--- config.mk ---
export PLATFORM = sky130hd
export DESIGN_NAME = stack_sequencer_flat
export DESIGN_NICKNAME = d
export VERILOG_FILES = /design/src/rtl/stack_sequencer_pkg.sv /design/src/rtl/stack_sequencer_if.sv /design/src/rtl/stack_sequencer_prog_mem.sv /design/src/rtl/stack_sequencer.sv /design/src/flat_wrapper.sv
export SDC_FILE = /design/constraint.sdc
export NUM_CORES = 1
export LEC_CHECK = 0
export CORE_MARGIN = 10
export CORE_UTILIZATION = 55
export CTS_CLUSTER_DIAMETER = 60
export DETAILED_ROUTE_END_ITERATION = 10
export GPL_TIMING_DRIVEN = 0
export HOLD_SLACK_MARGIN = 0.15
export PLACE_DENSITY = 0.75
export SLEW_MARGIN = 20
export SYNTH_ARGS = -nofsm -noshare
export SYNTH_HDL_FRONTEND = slang
export SYNTH_SLANG_ARGS = --single-unit
--- constraint.sdc ---
create_clock -name clk -period 11.4 [get_ports clk]
set_input_delay 2.28 -clock clk [delete_from_list [all_inputs] [get_ports clk]]
set_output_delay 2.28 -clock clk [all_outputs]
set_load 0.02 [all_outputs]
--- src/rtl/stack_sequencer_pkg.sv ---
// Opcode set, state encoding and decode helpers shared by the stack sequencer files.
package stack_seq_pkg;

  localparam int unsigned NIB_W = 4;
  localparam int unsigned ST_W  = 3;

  // Calculator core opcodes
  localparam logic [NIB_W-1:0] OP_PUSH = 4'h1;
  localparam logic [NIB_W-1:0] OP_POP  = 4'h2;
  localparam logic [NIB_W-1:0] OP_OUTL = 4'h3;
  localparam logic [NIB_W-1:0] OP_OUTH = 4'h4;
  localparam logic [NIB_W-1:0] OP_SWAP = 4'h5;
  localparam logic [NIB_W-1:0] OP_PUSF = 4'h6;
  localparam logic [NIB_W-1:0] OP_REPL = 4'h7;
  localparam logic [NIB_W-1:0] OP_BINA = 4'h8;
  localparam logic [NIB_W-1:0] OP_MULT = 4'h9;
  localparam logic [NIB_W-1:0] OP_IDIV = 4'hA;
  localparam logic [NIB_W-1:0] OP_CLFL = 4'hB;
  localparam logic [NIB_W-1:0] OP_HALT = 4'hF;

  // Sequencer states
  localparam logic [ST_W-1:0] ST_IDLE    = 3'd0;
  localparam logic [ST_W-1:0] ST_CPU_RST = 3'd1;
  localparam logic [ST_W-1:0] ST_WAIT    = 3'd2;
  localparam logic [ST_W-1:0] ST_FETCH   = 3'd3;
  localparam logic [ST_W-1:0] ST_EXEC    = 3'd4;
  localparam logic [ST_W-1:0] ST_HALT    = 3'd5;

  // Number of exec cycles the core spends on an opcode (unknown opcodes take one)
  function automatic logic [1:0] exec_len(input logic [NIB_W-1:0] op);
    case (op)
      OP_BINA, OP_MULT, OP_IDIV: exec_len = 2'd2;
      OP_PUSH, OP_POP, OP_OUTL, OP_OUTH,
      OP_SWAP, OP_PUSF, OP_REPL, OP_CLFL: exec_len = 2'd1;
      default: exec_len = 2'd1;
    endcase
  endfunction

  // Opcodes whose operand is the following program word
  function automatic logic has_operand(input logic [NIB_W-1:0] op);
    has_operand = (op == OP_PUSH) || (op == OP_PUSF) ||
                  (op == OP_REPL) || (op == OP_BINA);
  endfunction

endpackage

--- src/rtl/stack_sequencer_if.sv ---
// Board-side control and core-side drive bundle of the stack sequencer.
interface stack_sequencer_if
  import stack_seq_pkg::*;
#(
  parameter int unsigned PC_W = 4
) ();

  logic             load_en;
  logic [NIB_W-1:0] load_nibble;
  logic             start;
  logic             step_mode;
  logic             step;
  logic [NIB_W-1:0] cpu_inbits;
  logic             cpu_rst;
  logic [PC_W-1:0]  pc;
  logic             busy;
  logic             halted;

  // Board / controller side
  modport master (
    output load_en, load_nibble, start, step_mode, step,
    input  cpu_inbits, cpu_rst, pc, busy, halted
  );

  // Sequencer side
  modport slave (
    input  load_en, load_nibble, start, step_mode, step,
    output cpu_inbits, cpu_rst, pc, busy, halted
  );

endinterface

--- src/rtl/stack_sequencer_prog_mem.sv ---
// Program store: one write port, two asynchronous read ports (pc and pc+1), no reset.
module seq_prog_mem
  import stack_seq_pkg::*;
#(
  parameter int unsigned PROG_DEPTH = 16,
  parameter int unsigned PC_W       = 4
) (
  input  logic             clk,
  input  logic             we_i,
  input  logic [PC_W-1:0]  waddr_i,
  input  logic [NIB_W-1:0] wdata_i,
  input  logic [PC_W-1:0]  raddr0_i,
  input  logic [PC_W-1:0]  raddr1_i,
  output logic [NIB_W-1:0] rdata0_c_o,
  output logic [NIB_W-1:0] rdata1_c_o
);

  logic [NIB_W-1:0] mem [PROG_DEPTH];

  // Serial program load; contents survive rst_n
  always_ff @(posedge clk) begin
    if (we_i) mem[waddr_i] <= wdata_i;
  end

  assign rdata0_c_o = mem[raddr0_i];
  assign rdata1_c_o = mem[raddr1_i];

endmodule

--- src/rtl/stack_sequencer.sv ---
// Stack calculator program sequencer: loads a nibble program, resets the core and
// streams opcode/operand nibbles to it. Define STACK_SEQ_LOOP_EN to restart at pc 0
// instead of halting at the end of the program.
module stack_sequencer
  import stack_seq_pkg::*;
#(
  parameter int unsigned PROG_DEPTH = 16,
  parameter int unsigned PC_W       = 4
) (
  input logic              clk,
  input logic              rst_n,
  stack_sequencer_if.slave bus
);

  localparam int unsigned LEN_W = PC_W + 1;
  localparam logic [LEN_W-1:0] DEPTH_L = LEN_W'(PROG_DEPTH);
`ifdef STACK_SEQ_LOOP_EN
  localparam logic LOOP_EN = 1'b1;
`else
  localparam logic LOOP_EN = 1'b0;
`endif

  logic [ST_W-1:0]  state_q, state_d;
  logic [LEN_W-1:0] load_ptr_q, load_ptr_d;
  logic [PC_W-1:0]  pc_q, pc_d;
  logic [NIB_W-1:0] op_q, op_d;
  logic             exec_cnt_q, exec_cnt_d;
  logic             rst_cnt_q, rst_cnt_d;
  logic [NIB_W-1:0] cpu_inbits_q, cpu_inbits_d;
  logic             cpu_rst_q, cpu_rst_d;
  logic             busy_q, busy_d;
  logic             halted_q, halted_d;

  logic             mem_we_c;
  logic [PC_W-1:0]  rd_addr1_c;
  logic [NIB_W-1:0] rd0_c, rd1_c;
  logic [LEN_W-1:0] pc_adv_c;
  logic             prog_end_c;
  logic             operand_ok_c;
  logic             last_exec_c;

  assign pc_adv_c     = {1'b0, pc_q} + (has_operand(op_q) ? LEN_W'(2) : LEN_W'(1));
  assign prog_end_c   = (pc_adv_c >= load_ptr_q);
  assign operand_ok_c = (({1'b0, pc_q} + LEN_W'(1)) < load_ptr_q);
  assign last_exec_c  = (state_q == ST_EXEC) && !exec_cnt_q;
  assign rd_addr1_c   = pc_d + PC_W'(1);

  seq_prog_mem #(
    .PROG_DEPTH (PROG_DEPTH),
    .PC_W       (PC_W)
  ) u_mem (
    .clk        (clk),
    .we_i       (mem_we_c),
    .waddr_i    (load_ptr_q[PC_W-1:0]),
    .wdata_i    (bus.load_nibble),
    .raddr0_i   (pc_d),
    .raddr1_i   (rd_addr1_c),
    .rdata0_c_o (rd0_c),
    .rdata1_c_o (rd1_c)
  );

  // Next program counter; memory is read at the pc the next cycle will present
  always_comb begin
    pc_d = pc_q;
    case (state_q)
      ST_IDLE, ST_CPU_RST: pc_d = '0;
      ST_HALT:  if (bus.start) pc_d = '0;
      ST_FETCH: if (LOOP_EN && op_q == OP_HALT) pc_d = '0;
      ST_EXEC:  if (last_exec_c) pc_d = (LOOP_EN && prog_end_c) ? '0 : pc_adv_c[PC_W-1:0];
      default: ;
    endcase
  end

  // Next state, load bookkeeping and next registered outputs
  always_comb begin
    state_d      = state_q;
    load_ptr_d   = load_ptr_q;
    op_d         = op_q;
    exec_cnt_d   = exec_cnt_q;
    rst_cnt_d    = rst_cnt_q;
    mem_we_c     = 1'b0;
    cpu_inbits_d = '0;

    case (state_q)
      ST_IDLE: begin
        if (bus.load_en) begin
          if (load_ptr_q != DEPTH_L) begin
            mem_we_c   = 1'b1;
            load_ptr_d = load_ptr_q + LEN_W'(1);
          end
        end else if (bus.start && load_ptr_q != '0) begin
          state_d   = ST_CPU_RST;
          rst_cnt_d = 1'b1;
        end
      end
      ST_CPU_RST: begin
        if (rst_cnt_q) rst_cnt_d = 1'b0;
        else           state_d   = bus.step_mode ? ST_WAIT : ST_FETCH;
      end
      ST_WAIT: begin
        if (bus.step) state_d = ST_FETCH;
      end
      ST_FETCH: begin
        if (op_q == OP_HALT) begin
          state_d = LOOP_EN ? (bus.step_mode ? ST_WAIT : ST_FETCH) : ST_HALT;
        end else begin
          exec_cnt_d = 1'(exec_len(op_q) - 2'd1);
          state_d    = ST_EXEC;
        end
      end
      ST_EXEC: begin
        if (exec_cnt_q)                   exec_cnt_d = 1'b0;
        else if (prog_end_c && !LOOP_EN)  state_d    = ST_HALT;
        else                              state_d    = bus.step_mode ? ST_WAIT : ST_FETCH;
      end
      ST_HALT: begin
        if (bus.load_en && bus.start) begin
          state_d    = ST_IDLE;
          load_ptr_d = '0;
        end else if (bus.start && !bus.load_en) begin
          state_d   = ST_CPU_RST;
          rst_cnt_d = 1'b1;
        end
      end
      default: state_d = ST_IDLE;
    endcase

    cpu_rst_d = (state_d == ST_CPU_RST);
    busy_d    = (state_d == ST_CPU_RST) || (state_d == ST_FETCH) || (state_d == ST_EXEC);
    halted_d  = (state_d == ST_HALT);
    case (state_d)
      ST_FETCH: begin
        cpu_inbits_d = rd0_c;
        op_d         = rd0_c;
      end
      ST_EXEC: begin
        if (state_q == ST_FETCH)
          cpu_inbits_d = (has_operand(op_q) && operand_ok_c) ? rd1_c : '0;
        else
          cpu_inbits_d = cpu_inbits_q;
      end
      default: ;
    endcase
  end

  // State and output registers; core held in reset while rst_n is low
  always_ff @(posedge clk or negedge rst_n) begin
    if (!rst_n) begin
      state_q      <= ST_IDLE;
      load_ptr_q   <= '0;
      pc_q         <= '0;
      op_q         <= '0;
      exec_cnt_q   <= 1'b0;
      rst_cnt_q    <= 1'b0;
      cpu_inbits_q <= '0;
      cpu_rst_q    <= 1'b1;
      busy_q       <= 1'b0;
      halted_q     <= 1'b0;
    end else begin
      state_q      <= state_d;
      load_ptr_q   <= load_ptr_d;
      pc_q         <= pc_d;
      op_q         <= op_d;
      exec_cnt_q   <= exec_cnt_d;
      rst_cnt_q    <= rst_cnt_d;
      cpu_inbits_q <= cpu_inbits_d;
      cpu_rst_q    <= cpu_rst_d;
      busy_q       <= busy_d;
      halted_q     <= halted_d;
    end
  end

  assign bus.cpu_inbits = cpu_inbits_q;
  assign bus.cpu_rst    = cpu_rst_q;
  assign bus.pc         = pc_q;
  assign bus.busy       = busy_q;
  assign bus.halted     = halted_q;

endmodule

--- src/flat_wrapper.sv ---
// flat-port wrapper written by rule: the top's interface ports become plain ports
module stack_sequencer_flat import stack_seq_pkg::*;
#(
  parameter int unsigned PROG_DEPTH = 16,
  parameter int unsigned PC_W       = 4
)
  (clk, rst_n, bus_load_en, bus_load_nibble, bus_start, bus_step_mode, bus_step, bus_cpu_inbits, bus_cpu_rst, bus_pc, bus_busy, bus_halted);
  stack_sequencer_if #(.PC_W(PC_W)) bus_i ();
  input logic clk;
  input logic rst_n;
  input wire logic [$bits(bus_i.load_en)-1:0] bus_load_en;
  input wire logic [$bits(bus_i.load_nibble)-1:0] bus_load_nibble;
  input wire logic [$bits(bus_i.start)-1:0] bus_start;
  input wire logic [$bits(bus_i.step_mode)-1:0] bus_step_mode;
  input wire logic [$bits(bus_i.step)-1:0] bus_step;
  output wire logic [$bits(bus_i.cpu_inbits)-1:0] bus_cpu_inbits;
  output wire logic [$bits(bus_i.cpu_rst)-1:0] bus_cpu_rst;
  output wire logic [$bits(bus_i.pc)-1:0] bus_pc;
  output wire logic [$bits(bus_i.busy)-1:0] bus_busy;
  output wire logic [$bits(bus_i.halted)-1:0] bus_halted;
  assign bus_i.load_en = bus_load_en;
  assign bus_i.load_nibble = bus_load_nibble;
  assign bus_i.start = bus_start;
  assign bus_i.step_mode = bus_step_mode;
  assign bus_i.step = bus_step;
  assign bus_cpu_inbits = bus_i.cpu_inbits;
  assign bus_cpu_rst = bus_i.cpu_rst;
  assign bus_pc = bus_i.pc;
  assign bus_busy = bus_i.busy;
  assign bus_halted = bus_i.halted;
  stack_sequencer #(.PROG_DEPTH(PROG_DEPTH), .PC_W(PC_W)) u_core (.clk(clk), .rst_n(rst_n), .bus(bus_i));
endmodule
==> impl_metrics.env <==
export IMPL_syn_to_final_growth_pct=11.53
export IMPL_detail_route_drc_violations=0
export IMPL_post_cts_buffers=0
export IMPL_ys_types=58
export IMPL_grt_pass1_wl_mm=17.26
export IMPL_min_path_cells=1
export IMPL_grt_busiest_layer="met2"
export IMPL_synth_top_flop_cell="edfxtp_1"
export IMPL_slew_viol_final=0
export IMPL_hold_path_class="reg -> reg"
export IMPL_ant_nets=0
export IMPL_synth_edf_count=64
export IMPL_rows=33
export IMPL_fin_crit_sh_pct=54.61
export IMPL_clock_sinks=89
export IMPL_portBuffers=20
export IMPL_wl_per_cell_um=22.73
export IMPL_async_reset_ff_share_pct=28.09
export IMPL_hold_start="u_core.bus.cpu_inbits[0]"
export IMPL_synthTopCellsByCount="64 x edfxtp_1, 28 x mux4_2, 25 x mux2i_1, 24 x dfrtp_1, 20 x inv_1"
export IMPL_crit_slowest_cell="clkdlybuf4s50_1"
export IMPL_cts_buffers=9
export IMPL_finClkSkew_ns=0.01368
export IMPL_worst_pin_slew_ns=0.7610
export IMPL_seq_area_frac_synth_pct=53.24
export IMPL_worstPathCellList="clkdlybuf4s50_1, nand2_1, a31o_2, a22oi_2, buf_6, buf_6, buf_6, inv_1, ha_1, clkbuf_1, clkbuf_1, mux4_2, mux2_2, o2bb2ai_1, a211o_1"
export IMPL_path_class="in -> reg"
export IMPL_start_util_pct=57.40
export IMPL_leakagePower_uw=0.002052
export IMPL_cp_common_cell="buf_6"
export IMPL_die_area_um2=12840
export IMPL_gr_usage_met1_pct=21.92
export IMPL_clock_tree_buffer_depth=2
export IMPL_die_w_um=113.3
export IMPL_dpl_cell_area_um2=5114
export IMPL_rsz0062_at_grt="false"
export IMPL_cellPowerDensity_nw_per_um2=240.9
export IMPL_clock_fmax_mhz=160.6
export IMPL_maxCapViolCount=0
export IMPL_yosysWarnings=0
export IMPL_fin_nets=399
export IMPL_worstSetupStartpointType="primary input"
export IMPL_netlist_area_leader_share_pct=40.15
export IMPL_cts_tree="built"
export IMPL_grt_max_degree=26
export IMPL_layout_drive_gt1_share_pct=17.29
export IMPL_first_pass_iters=5
export IMPL_synth_most_common_cell="edfxtp_1"
export IMPL_finalHoldViolCount=0
export IMPL_synth_top_area_cell="edfxtp_1"
export IMPL_postLayoutCellArea_um2=5339
export IMPL_synth_seq_cells=89
export IMPL_fillCellCount=637
export IMPL_grt_ovfl_total=0
export IMPL_core_um2=8341
export IMPL_fin_crit_ns=6.226
export IMPL_initialDrtViolationCount=167
export IMPL_ioPinCount=21
export IMPL_cts_clk_slew_worst_paths_ns=0.10
export IMPL_syn_nets=368
export IMPL_grtUsageMet2_pct=28.53
export IMPL_r2r_slack_ns=6.61
export IMPL_use_met3_pct=5.018
export IMPL_power_uw=1286
export IMPL_fin_setup_tns_ns=0
export IMPL_htree_levels=3
export IMPL_grt_pass1_vias=3064
export IMPL_worstPathArrival_ns=6.49
export IMPL_antenna_found_initial=0
export IMPL_cts_hold_buf=0
export IMPL_end_kind="flop"
export IMPL_netlist_area_um2=4787
export IMPL_peakVddDrop_v=0.0001051
export IMPL_r2r_end="u_core.bus.cpu_inbits[1]"
export IMPL_synth_cells=340
export IMPL_num_antenna_cells=0
export IMPL_viasPerCell=6.183
export IMPL_slowest_delay_ns=0.57
export IMPL_cts_root_buffer="clkbuf_8"
export IMPL_status="finished clean"
export IMPL_clock_latency_ns=0.37
export IMPL_place_hpwl_mm=8.009
export IMPL_rr_worst_depth=16
export IMPL_crit_path_max_fanout=10
export IMPL_setup_viol=0
export IMPL_synth_area_leaders="edfxtp_1 40%, mux4_2 13%, dfrtp_1 13%"
export IMPL_synth_area_per_cell_um2=14.08
export IMPL_vias=2974
export IMPL_grt_usage_pct=17.43
export IMPL_timing_hold_ws_ns=0.4940
export IMPL_whs_endpoint="u_core.bus.cpu_inbits[0]"
export IMPL_worst_ep_required_time_ns=11.66
export IMPL_place_gp_congestion=0.8331
export IMPL_routed_wl_mm=10.93
export IMPL_die_h_um=113.3
export IMPL_post_cts_resized=0
export IMPL_r2r_start="u_core.op_q[0]"
export IMPL_maxSlewHeadroom_pct=49.01
-- sequential cells by signal, indices dropped and copies added (netlist names) --
signal,flops
u_core.bus.busy,1
u_core.exec_cnt_q,1
u_core.bus.pc,4
u_core.bus.cpu_rst,1
u_core.load_ptr_q,5
u_core.bus.cpu_inbits,4
u_core.u_mem.mem,64
u_core.op_q,4
u_core.rst_cnt_q,1
u_core.state_q,3
u_core.bus.halted,1
-- report_power, final --
group	internal, uW	leakage, uW	switching [uW]
Combinational	276	0.00105	328
Sequential	393	0.000891	40.8
Clock	127	0.000113	121
-- how the worst max path moves through the flow --
stage               startpoint  slack, ns  depth (start not counted)                       end
floorplan            bus_start       6.11                         14  u_core.bus.cpu_inbits[0]
global placement     bus_start       4.81                         15  u_core.bus.cpu_inbits[1]
detailed placement   bus_start       4.78                         15  u_core.bus.cpu_inbits[1]
CTS                  bus_start       5.17                         15  u_core.bus.cpu_inbits[1]
global route         bus_start       4.91                         15  u_core.bus.cpu_inbits[1]
finish               bus_start       5.17                         15  u_core.bus.cpu_inbits[1]
-- through the flow --
stage               utilization [%]  instances  worst slack, ns
CTS                           64.01        481            5.172
global placement              61.37        465            4.814
global route                  64.01        481            4.912
finish                        64.01        481            5.174
detailed placement            61.31        465            4.779
floorplan                         -        340            6.114
-- layout by cell type, fill, tap and decap left out, types with 4 or more instances in the layout --
cell type | netlist | layout
a21o_1 | 5 | 5
a21oi_1 | 6 | 6
a31oi_1 | 5 | 5
and2_1 | 12 | 12
and3_1 | 4 | 4
buf_2 | 4 | 5
clkbuf_1 | 5 | 6
clkbuf_8 | 0 | 9
clkdlybuf4s50_1 | 0 | 19
dfrtp_1 | 24 | 24
edfxtp_1 | 64 | 64
ha_1 | 17 | 17
inv_1 | 20 | 20
mux2_2 | 4 | 4
mux2i_1 | 25 | 25
mux4_2 | 28 | 28
nand2_1 | 13 | 13
nand3_1 | 5 | 5
nor2_1 | 15 | 15
nor2b_1 | 5 | 5
nor3_1 | 5 | 5
nor4b_1 | 5 | 5
o21ai_0 | 7 | 7
xnor2_1 | 8 | 8
-- critical path: cells and delay by family --
kind                       cells  cell delay, ns
buffers and inverters          7            2.23
AOI/OAI and AO/OA              4            0.90
muxes                          2            0.68
adders and majority gates      1            0.26
and+or+nand+nor                1            0.11
-- cell type report --
type / count / area (um^2) / share of cell area [%]
Tap cell: 105 / 131.4 / 2.461
Clock inverter: 6 / 97.59 / 1.828
Multi-Input combinational cell: 217 / 2083 / 39.02
Buffer: 13 / 76.32 / 1.430
Timing Repair Buffer: 20 / 195.2 / 3.656
Inverter: 21 / 78.83 / 1.476
Clock buffer: 10 / 127.6 / 2.390
Sequential cell: 89 / 2549 / 47.74
-- per-layer routing --
layer	up-vias	share of wire [%]
li1	1383	-
met1	1495	42
met2	83	49
met3	13	7.1
met4	0	1.4
met5	-	0
-- cell families after synthesis --
family                     share of synthesized area [%]
DFF                                                53.24
and+or+nand+nor                                    9.305
muxes                                              19.34
AOI/OAI and AO/OA                                  7.842
buffers and inverters                              3.241
adders and majority gates                          4.861
xor gates and xnor gates                           2.170
(Power assumes the default switching activity.)
